`src/rtl/vga_pmod_capture.sv`:
```
// vga_pmod_capture: recovers pixel coordinates and colour from a
// TinyVGA PMOD stream by locking free-running counters to sync edges.
module vga_pmod_capture #(
  parameter int H_DISPLAY    = 640,
  parameter int H_SYNC_START = 656,
  parameter int H_TOTAL      = 800,
  parameter int V_DISPLAY    = 480,
  parameter int V_SYNC_START = 490,
  parameter int V_TOTAL      = 525
) (
  input  logic       clk,
  input  logic       reset,
  input  logic [7:0] pmod,
  output logic       pix_valid,
  output logic [9:0] pix_x,
  output logic [9:0] pix_y,
  output logic [1:0] pix_r,
  output logic [1:0] pix_g,
  output logic [1:0] pix_b,
  output logic       frame_start,
  output logic       locked,
  output logic       h_err,
  output logic       v_err,
  output logic [7:0] frame_count
);

  localparam logic [9:0] HD  = 10'(H_DISPLAY);
  localparam logic [9:0] HSS = 10'(H_SYNC_START);
  localparam logic [9:0] HT  = 10'(H_TOTAL);
  localparam logic [9:0] VD  = 10'(V_DISPLAY);
  localparam logic [9:0] VSS = 10'(V_SYNC_START);
  localparam logic [9:0] VT  = 10'(V_TOTAL);

  typedef enum logic [1:0] {SEARCH, HLOCK, LOCKED} state_t;

  state_t     state_q, state_d, state_h;
  logic [7:0] s1_q, s1_d;
  logic       hs_prev_q, hs_prev_d;
  logic       vs_prev_q, vs_prev_d;
  logic [9:0] h_q, h_d, v_q, v_d;
  logic [9:0] h_inc, v_inc;
  logic       hs_edge, vs_edge, h_wrap, h_mis, v_mis;
  logic       valid_q, valid_d;
  logic [9:0] x_q, x_d, y_q, y_d;
  logic [1:0] r_q, r_d, g_q, g_d, b_q, b_d;
  logic       fs_q, fs_d;
  logic       herr_q, herr_d, verr_q, verr_d;
  logic [7:0] fcnt_q, fcnt_d;

  always_comb begin
    s1_d      = pmod;
    hs_prev_d = s1_q[7];
    vs_prev_d = s1_q[3];
    hs_edge   = hs_prev_q & ~s1_q[7];
    vs_edge   = vs_prev_q & ~s1_q[3];

    // h_d/v_d are the coordinates of the pixel currently held in S1
    h_wrap = (h_q >= HT - 10'd1);
    h_inc  = h_wrap ? 10'd0 : h_q + 10'd1;
    v_inc  = v_q;
    if (h_wrap && !hs_edge)
      v_inc = (v_q >= VT - 10'd1) ? 10'd0 : v_q + 10'd1;
    h_d = hs_edge ? HSS : h_inc;
    v_d = vs_edge ? VSS : v_inc;

    h_mis = hs_edge && (h_inc != HSS);
    v_mis = (h_d != 10'd0) || (v_inc != VSS);

    // h rule is resolved before the v rule within one cycle
    state_h = state_q;
    herr_d  = 1'b0;
    if (hs_edge) begin
      if (state_q == SEARCH) begin
        state_h = HLOCK;
      end else if (h_mis) begin
        state_h = HLOCK;
        herr_d  = 1'b1;
      end
    end

    state_d = state_h;
    verr_d  = 1'b0;
    if (vs_edge) begin
      if (state_h == HLOCK)
        state_d = LOCKED;
      else if (state_h == LOCKED && v_mis)
        verr_d = 1'b1;
    end

    valid_d = (state_d == LOCKED) && (h_d < HD) && (v_d < VD);
    fs_d    = valid_d && (h_d == 10'd0) && (v_d == 10'd0);
    x_d     = valid_d ? h_d : x_q;
    y_d     = valid_d ? v_d : y_q;
    r_d     = valid_d ? {s1_q[0], s1_q[4]} : r_q;
    g_d     = valid_d ? {s1_q[1], s1_q[5]} : g_q;
    b_d     = valid_d ? {s1_q[2], s1_q[6]} : b_q;
    fcnt_d  = fs_d ? fcnt_q + 8'd1 : fcnt_q;
  end

  always_ff @(posedge clk) begin
    if (reset) begin
      state_q   <= SEARCH;
      s1_q      <= 8'b1000_1000;
      hs_prev_q <= 1'b1;
      vs_prev_q <= 1'b1;
      h_q       <= 10'd0;
      v_q       <= 10'd0;
      valid_q   <= 1'b0;
      x_q       <= 10'd0;
      y_q       <= 10'd0;
      r_q       <= 2'd0;
      g_q       <= 2'd0;
      b_q       <= 2'd0;
      fs_q      <= 1'b0;
      herr_q    <= 1'b0;
      verr_q    <= 1'b0;
      fcnt_q    <= 8'd0;
    end else begin
      state_q   <= state_d;
      s1_q      <= s1_d;
      hs_prev_q <= hs_prev_d;
      vs_prev_q <= vs_prev_d;
      h_q       <= h_d;
      v_q       <= v_d;
      valid_q   <= valid_d;
      x_q       <= x_d;
      y_q       <= y_d;
      r_q       <= r_d;
      g_q       <= g_d;
      b_q       <= b_d;
      fs_q      <= fs_d;
      herr_q    <= herr_d;
      verr_q    <= verr_d;
      fcnt_q    <= fcnt_d;
    end
  end

  assign pix_valid   = valid_q;
  assign pix_x       = x_q;
  assign pix_y       = y_q;
  assign pix_r       = r_q;
  assign pix_g       = g_q;
  assign pix_b       = b_q;
  assign frame_start = fs_q;
  assign locked      = (state_q == LOCKED);
  assign h_err       = herr_q;
  assign v_err       = verr_q;
  assign frame_count = fcnt_q;

endmodule

```
`config.mk`:
```
export PLATFORM = sky130hd
export DESIGN_NAME = vga_pmod_capture
export DESIGN_NICKNAME = d
export VERILOG_FILES = /design/src/rtl/vga_pmod_capture.sv
export SDC_FILE = /design/constraint.sdc
export NUM_CORES = 1
export LEC_CHECK = 0
export ABC_CLOCK_PERIOD_IN_PS = 10000
export BUFFER_PORTS_ARGS = -buffer_cell sky130_fd_sc_hd__buf_2
export CAP_MARGIN = 20
export CORE_UTILIZATION = 55
export CTS_BUF_LIST = sky130_fd_sc_hd__clkbuf_16
export CTS_CLUSTER_DIAMETER = 40
export DETAILED_ROUTE_END_ITERATION = 8
export MAX_ROUTING_LAYER = met4
export PLACE_DENSITY = 0.86
export SYNTH_ARGS = -nofsm -noshare
export SYNTH_HDL_FRONTEND = slang
export SYNTH_SLANG_ARGS = --single-unit
```
`constraint.sdc`:
```
create_clock -name clk -period 10 [get_ports clk]
set_input_delay 1 -clock clk [delete_from_list [all_inputs] [get_ports clk]]
set_output_delay 1 -clock clk [all_outputs]
set_load 0.1 [all_outputs]
```
After elaboration in Yosys (flattened, before gate mapping)
Index checks and enable logic that the tools add are counted.
Widths: inputs -> output; s select.
{"block": "word_totals", "register_bits": 70, "output_inout_bits": 39, "wordCells": 62}
{"block": "op_classes", "n_addsub": 3, "order_cmp": 4, "n_eq_ne": 6, "mux": 12, "bitwise_logic": 6, "n_reduce_logical": 15}
{"operator": "$mux 10", "n": 5}
{"operator": "$add 10x1->10 const B", "n": 2}
{"operator": "$ge 10x10->1 const B", "n": 2}
{"operator": "$logic_not 10->1", "n": 2}
{"operator": "$lt 10x10->1 const B", "n": 1}
{"operator": "$lt 10x9->1 const B", "n": 1}
{"operator": "$mux 2", "n": 5}
{"operator": "$ne 10x10->1 const B", "n": 1}
{"operator": "$ne 10x9->1 const B", "n": 1}
{"operator": "$reduce_bool 10->1", "n": 1}
{"operator": "$add 8x1->8 const B", "n": 1}
{"operator": "$logic_and 1x1->1", "n": 7}
{"operator": "$eq 2x2->1 const B", "n": 3}
{"operator": "$reduce_or 3->1", "n": 2}
{"operator": "$not 1->1", "n": 4}
{"operator": "$and 1x1->1", "n": 2}
{"operator": "$eq 2x1->1 const B", "n": 1}
{"operator": "$logic_not 2->1", "n": 1}
{"operator": "$mux 1", "n": 2}
{"operator": "$logic_not 1->1", "n": 1}
{"operator": "$logic_or 1x1->1", "n": 1}

Longest topological paths before layout
Gate-level depths: netlist of the first run.
{"block": "depth", "ltp_word": 15, "mapped_depth": 13}

Worst setup path after synthesis of the first run
No wires, ideal clock.
{"block": "synth_path", "path_type": "register to register", "startpoint": "register state_q[1]", "endpoint": "register fcnt_q[5] (netlist: frame_count[5])", "setup_time_ps": 70, "t_arrival_ps": 3472, "setup_slack_ps": 6457, "stages_incl_launch_ff": 7, "n_path_buf": 0, "path_cell_list": "dfxtp_1 > nor2b_1 > nand3_1 > or3_1 > or4b_4 > or4_1 > a21oi_1"}
{"block": "synth_between", "elab_chain_len": 11, "elab_cells_between_ends": 12, "classes_between": "2 x eq/ne; 5 x mux; 5 x reduce/logical"}
{"element": "from (decl)", "line": "36", "text": "state_t state_q, state_d, state_h;"}
{"element": "from (signal assigned)", "line": "119", "text": "state_q <= state_d;"}
{"element": "$logic_not 2->1 or $mux 2 (tied branches)", "line": "73, 75"}
{"element": "$mux 2", "line": "73", "text": "if (state_q == SEARCH) begin"}
{"element": "$mux 2 *", "line": "72", "text": "if (hs_edge) begin"}
{"element": "$eq 2x1->1", "line": "84", "text": "if (state_h == HLOCK)"}
{"element": "$mux 2", "line": "84"}
{"element": "$mux 2 *", "line": "83", "text": "if (vs_edge) begin"}
{"element": "$eq 2x2->1 *", "line": "90", "text": "valid_d = (state_d == LOCKED) && (h_d < HD) && (v_d < VD);"}
{"element": "$logic_and 1x1->1 * (2 in series)", "line": "90"}
{"element": "$logic_and 1x1->1 * (2 in series)", "line": "91", "text": "fs_d = valid_d && (h_d == 10'd0) && (v_d == 10'd0);"}
{"element": "to (signal assigned)", "line": "134", "text": "fcnt_q <= fcnt_d;"}
{"element": "to (decl)", "line": "48", "text": "logic [7:0] fcnt_q, fcnt_d;"}
Mark *: on every way between the ends. The rest lies on a longest branch, timed or not.
A chain may end at the register's enable or synchronous reset.

Final worst setup path of the first run
{"block": "layout_path", "startpoint": "register h_q[0]", "endpoint": "register fcnt_q[5] (netlist: frame_count[5])"}
{"block": "layout_between", "elab_chain_len": 15, "elab_cells_between_ends": 24, "classes_between": "1 x add/sub; 3 x order compare; 3 x eq/ne; 9 x mux; 8 x reduce/logical"}
{"element": "from (decl)", "line": "40", "text": "logic [9:0] h_q, h_d, v_q, v_d;"}
{"element": "from (signal assigned)", "line": "106", "text": "h_q <= 10'd0;"}
{"element": "from (signal assigned)", "line": "123", "text": "h_q <= h_d;"}
{"element": "$add 10x1->10 or $ge 10x10->1 (tied branches)", "line": "59, 58"}
{"element": "$mux 10", "line": "59", "text": "h_inc = h_wrap ? 10'd0 : h_q + 10'd1;"}
{"element": "$ne 10x10->1", "line": "66", "text": "h_mis = hs_edge && (h_inc != HSS);"}
{"element": "$logic_and 1x1->1", "line": "66"}
{"element": "$mux 2", "line": "75", "text": "end else if (h_mis) begin"}
{"element": "$mux 2", "line": "73"}
{"element": "$mux 2", "line": "72"}
{"element": "$eq 2x1->1", "line": "84"}
{"element": "$mux 2", "line": "84"}
{"element": "$mux 2", "line": "83"}
{"element": "$eq 2x2->1", "line": "90"}
{"element": "$logic_and 1x1->1 (2 in series)", "line": "90"}
{"element": "$logic_and 1x1->1", "line": "91"}
{"element": "$logic_and 1x1->1 *", "line": "91"}
Marked as above.

==> results of run 1 <==
-- cells by family after synthesis --
group | count (synthesis) | synth area share [%]
simple gates | 169 | 27.8
flops | 70 | 44.5
fa+ha+maj | 4 | 1.59
mux | 8 | 2.54
buf+inv | 29 | 4.29
compound gates | 83 | 16.7
xor+xnor | 9 | 2.50
-- stage by stage --
step                      instance area, µm²  util (%)  hold WS, ns  std cells
after global placement                  3390      61.6        0.445        470
final                                   3690      67.0        0.467        486
after global routing                    3690      67.0        0.487        486
after floorplan                         3150         -        0.432        372
after detailed placement                3390      61.6        0.458        470
after CTS                               3690      67.0        0.470        486
-- power breakdown --
part	internal (W)	switching, W
Combinational	0.0000134	0.0000287
Clock	0.000193	0.000119
Sequential	0.000286	0.00000737
Total	0.000493	0.000155
-- layout make-up --
cell class	count	area, µm²	area share, %
well taps	72	90.1	2.44
clock buffers	9	225	6.10
multi-input cells	273	1630	44.2
inverters	6	22.5	0.610
repair buffers	49	248	6.71
flip-flops and latches	70	1400	38.0
clock inverters	7	73.8	2.00
-- routing by layer --
metal,vias up,share of wire [%],track usage [%]
met2,73,49,40.7
li1,1379,-,-
met5,-,0,-
met1,1269,44,27.2
met3,12,5.2,8.00
met4,0,1.4,10.8
-- worst max-delay path: cells and delay by family (launching register included) --
kind	cells	cell delay [ns]
AO/OA/AOI/OAI	4	0.97
AND/OR/NAND/NOR	4	2.09
adder cells (fa/ha/maj)	1	0.24
flip-flops	1	0.38
-- sequential cells by signal (all words and copies together), names as in the netlist --
signal       cells
vs_prev_q        1
pix_r            2
hs_prev_q        1
v_err            1
s1_q             8
frame_count      8
h_err            1
h_q             10
pix_x           10
v_q             10
pix_g            2
pix_y           10
pix_valid        1
state_q          2
frame_start      1
pix_b            2
-- final timing paths --
| check | from | endpoint | slack [ns] | cells past startpoint |
|---|---|---|---|---|
| worst max register to register | h_q[0] | frame_count[5] | 6.25 | 9 |
| worst min register to register | s1_q[0] | pix_r[1] | 0.47 | 2 |
| worst min-delay path | s1_q[0] | pix_r[1] | 0.47 | 2 |
| worst max-delay path | h_q[0] | frame_count[5] | 6.25 | 9 |
-- synth_stat cells, drive strengths merged, types with 5 or more instances --
master  number  area (µm²)
or4          5        37.5
nand3       11        55.1
o21ai       35         175
nand2       41         154
or3          6        42.5
nor2        36         143
nand2b      19         119
nor2b       11        68.8
xor2         5        43.8
buf          9        58.8
a21oi       17        85.1
mux2i        8        80.1
clkbuf      14        53.8
o31ai        6        45.0
nor3        10        50.1
dfxtp       70        1400
inv          6        22.5
nand4        9        56.3
==> impl_metrics.toml, run 1 <==
[status]
run_status = "completed"

[run]
cap_violations = 0

[routing]
postRouteAntennaNets = 0
drt_pre_antenna_iters = 4
drt_iter0_drc = 192
via_count = 2733
drt_wl_total_um = 6840
drc_errors = 0
wl_per_cell_um = 14.1
post_drt_via_cell_ratio = 5.62

[layout]
diodes = 0
finish.net_count = 423
mostFrequentLayoutCells = "70 x dfxtp_1, 48 x buf_2, 41 x nand2_1"
final_layout_size_suffix_gt1_share_pct = 17.9
layout_filler_cell_count = 459
area_growth_pct = 17.3
layout.cells.most_common = "dfxtp_1"

[clock_network]
numCtsBuffers = 9
cts_tree = "done"
holdBufCountCts = 0
setup_bufs_post_cts = 0
skew_pair_late_insertion_delay_ns = 0.33
clkSlewWorstSetupHoldPaths_ns = 0.06
max-clock-path-buffers = 2
cell_at_the_root_of_the_clock_tree = "clkbuf_16"
tritoncts_num_sinks = 70
h-tree-depth = 3
ctsResizeCount = 0

[power_and_ir_drop]
power_density_nw_per_um2 = 176
fin_total_pwr_w = 0.000648
vdd_ir_drop_max_uv = 133
leakage_nw = 1.45

[synth]
synth_edf_count = 0
synth_warn = 0
yosys_most_used_dff = "dfxtp_1"
synthesis.nets = 386
synth.ff_latch_count = 70
post_synth.cell_area_avg_um2 = 8.46
synthCells = 372
yosysUniqueCellTypes = 52
seq_total_area_yosys_pct = 44.5
netlist_area_um2 = 3150
async_reset_ff_share_pct = 0

[floorplan]
design.portCount = 49
start_util_pct = 57.1
fp.coreArea_um2 = 5510
core.rowCount = 27
floorplan.die.width_um = 77.6
fp.dieArea_um2 = 6030
die_h_um = 77.6

[worst_setup_path]
timing.critical_path.fanout_max = 15
cp-start-kind = "flip-flop"
timing.critical_path.arrival_ns = 4.00
critical-path-top-cell-by-count = "or4_1"
critPathKind = "flip-flop to flip-flop"
slowest_stage = "or4b_4"
critPathMaxStageDelay_ns = 0.60
cp.required_ns = 10.25
cp_cell_sequence = "ha_1 > and4_1 > o211a_1 > o21ai_0 > a22o_1 > or4_1 > or4b_4 > or4_1 > a21oi_1"
worstSetupEndpointType = "flip-flop"

[global_routing]
pin_count_of_the_biggest_net_entering_global_routing = 64
first_global_vias = 2513
antenna_found_initial = 0
groute.usage.overall_pct = 24.7
grt.overflow.total = 0
grt_first_pass_wirelength_um = 11200

[timing]
rsz0062_at_grt = "no"
report.final.slew_viol_count = 0
layout_worst_path_cycle_share_pct = 37.5
hold_viol = 0
timing_worst_slew_pin_value_ns = 1.00
fin_skew_ns = 0.00563
setup_viol_count_final = 0
maxSlewHeadroom_pct = 33.0
achievable-frequency_ghz = 0.267
final_critical_path_setup_slack_ns = 6.25
finalWorstPathRequiredPeriod_ns = 3.75
fin_tns_setup_ns = 0

[min_path]
hold_class = "flip-flop to flip-flop"

[placement]
hpwlAfterDp_um = 4760
placement.io_buffers = 48
place_ws_ns = 6.28
globalplace.congestion = 0.969
No activity file was read; power rests on OpenSTA's default activity.
==> run 2: changes to the inputs <==
- ABC_CLOCK_PERIOD_IN_PS: 10000 -> 3900
- clock period: 10 -> 3.9 ns (I/O delays scaled with it)
==> impl_metrics.toml, run 2 (same netlist as run 1, synthesis figures left out) <==
[floorplan]
start_util_pct = 57.1
design.portCount = 49
die_h_um = 77.6
core.rowCount = 27
fp.coreArea_um2 = 5510
fp.dieArea_um2 = 6030
floorplan.die.width_um = 77.6

[worst_setup_path]
worstReg2RegEnd = "frame_count[5]"
timing.critical_path.arrival_ns = 3.81
path_buf_inv = 0
cp.required_ns = 4.16
worstSetupEndpointType = "flip-flop"
critPathKind = "flip-flop to flip-flop"
cp_cell_sequence = "ha_1 > and4_1 > o211a_1 > o21ai_0 > a22o_1 > or4_1 > or4b_4 > or4_1 > a21oi_1"
r2r-start = "h_q[0]"
timing.critical_path.fanout_max = 15
setup.worst_path.end = "frame_count[5]"
r2r_slack_ns = 0.35
critPathMaxStageDelay_ns = 0.60
critPathLaunch = "h_q[0]"
reg2reg_depth = 9
critical-path-top-cell-by-count = "or4_1"
cp-start-kind = "flip-flop"
critical_path_cell_count = 9
cp_top_family = "simple AND/OR/NAND/NOR gates"
slowest_stage = "or4b_4"

[timing]
fin_skew_ns = 0.00405
hold_viol = 0
setup_viol_count_final = 0
achievable-frequency_ghz = 0.282
layout_worst_path_cycle_share_pct = 91.0
fin_tns_setup_ns = 0
maxSlewHeadroom_pct = 53.6
report.final.slew_viol_count = 0
finalWorstPathRequiredPeriod_ns = 3.55
timing_worst_slew_pin_value_ns = 0.695
rsz0062_at_grt = "no"

[routing]
post_drt_via_cell_ratio = 5.69
drt_iter0_drc = 239
via_count = 2787
postRouteAntennaNets = 0
wl_per_cell_um = 14.3
drt_wl_total_um = 7020
drt_pre_antenna_iters = 5
drc_errors = 0

[layout]
layout_filler_cell_count = 453
seq_area_um2 = 1400
layout.cells.most_common = "dfxtp_1"
diodes = 0
final_cells = 490
mostFrequentLayoutCells = "70 x dfxtp_1, 48 x buf_2, 41 x nand2_1"
finish.net_count = 427
finished_layout_cell_area_um2 = 3720
area_growth_pct = 18.2
final_layout_size_suffix_gt1_share_pct = 18.7
multi_input_comb_area_um2 = 1630

[clock_network]
cell_at_the_root_of_the_clock_tree = "clkbuf_16"
h-tree-depth = 3
ctsResizeCount = 0
tritoncts_num_sinks = 70
max-clock-path-buffers = 2
clkSlewWorstSetupHoldPaths_ns = 0.06
skew_pair_late_insertion_delay_ns = 0.33
numCtsBuffers = 9
setup_bufs_post_cts = 0
holdBufCountCts = 0
cts_tree = "done"

[min_path]
hold_class = "primary input to flip-flop"

[status]
run_status = "completed"

[placement]
globalplace.congestion = 0.940
placed_cells_incl_taps = 474
placed_cell_area_um2 = 3420
hpwlAfterDp_um = 4870
placement.io_buffers = 48

[global_routing]
grt.overflow.total = 0
antenna_found_initial = 0
grt_first_pass_wirelength_um = 11500
groute.usage.overall_pct = 25.2
first_global_vias = 2542
pin_count_of_the_biggest_net_entering_global_routing = 37

[run]
cap_violations = 0

[power_and_ir_drop]
leakage_nw = 1.47
power_density_nw_per_um2 = 449
vdd_ir_drop_max_uv = 379
## run 2: cell count changes in the layout (fill, tap and decap cells not counted)
cell	delta
buf_4	+4
## run 2: worst min path at each step
stage | from | to | slack [ns] | cells past startpoint
floorplan | s1_q[7] | hs_prev_q | 0.43 | 1
global placement | s1_q[5] | pix_g[0] | 0.44 | 2
detailed placement | s1_q[2] | pix_b[1] | 0.46 | 2
CTS | pmod[3] | s1_q[3] | 0.24 | 2
global route | pmod[7] | s1_q[7] | 0.26 | 2
finish | pmod[3] | s1_q[3] | 0.25 | 2
## run 2: area by class of cell
type | instances | share of cell area [%]
clock buffers | 9 | 6.05
clock inverters | 7 | 1.98
inverters | 6 | 0.605
multi-input cells | 273 | 43.8
flip-flops and latches | 70 | 37.7
well taps | 72 | 2.42
repair buffers | 53 | 7.47
## run 2: per-layer routing
metal | share of wire [%] | GRT usage [%]
met1 | 44 | 28.1
met2 | 50 | 42.3
met3 | 3.9 | 5.29
met4 | 2.2 | 13.6
met5 | 0 | -
## run 2: power by group
group / switching (W) / internal [W]
clock: 0.000309 / 0.000496
sequential: 0.0000168 / 0.000734
combinational: 0.0000766 / 0.0000361
## run 2: per-stage QoR
stage               util, %  hold slack [ns]  setup WS [ns]  total power [W]
floorplan                 -            0.432          0.357         0.000849
global placement       62.1            0.444          0.478         0.000875
detailed placement     62.1            0.458          0.387         0.000878
CTS                    67.6            0.237          0.368          0.00168
global route           67.6            0.255         0.0811          0.00172
finish                 67.6            0.247          0.350          0.00167
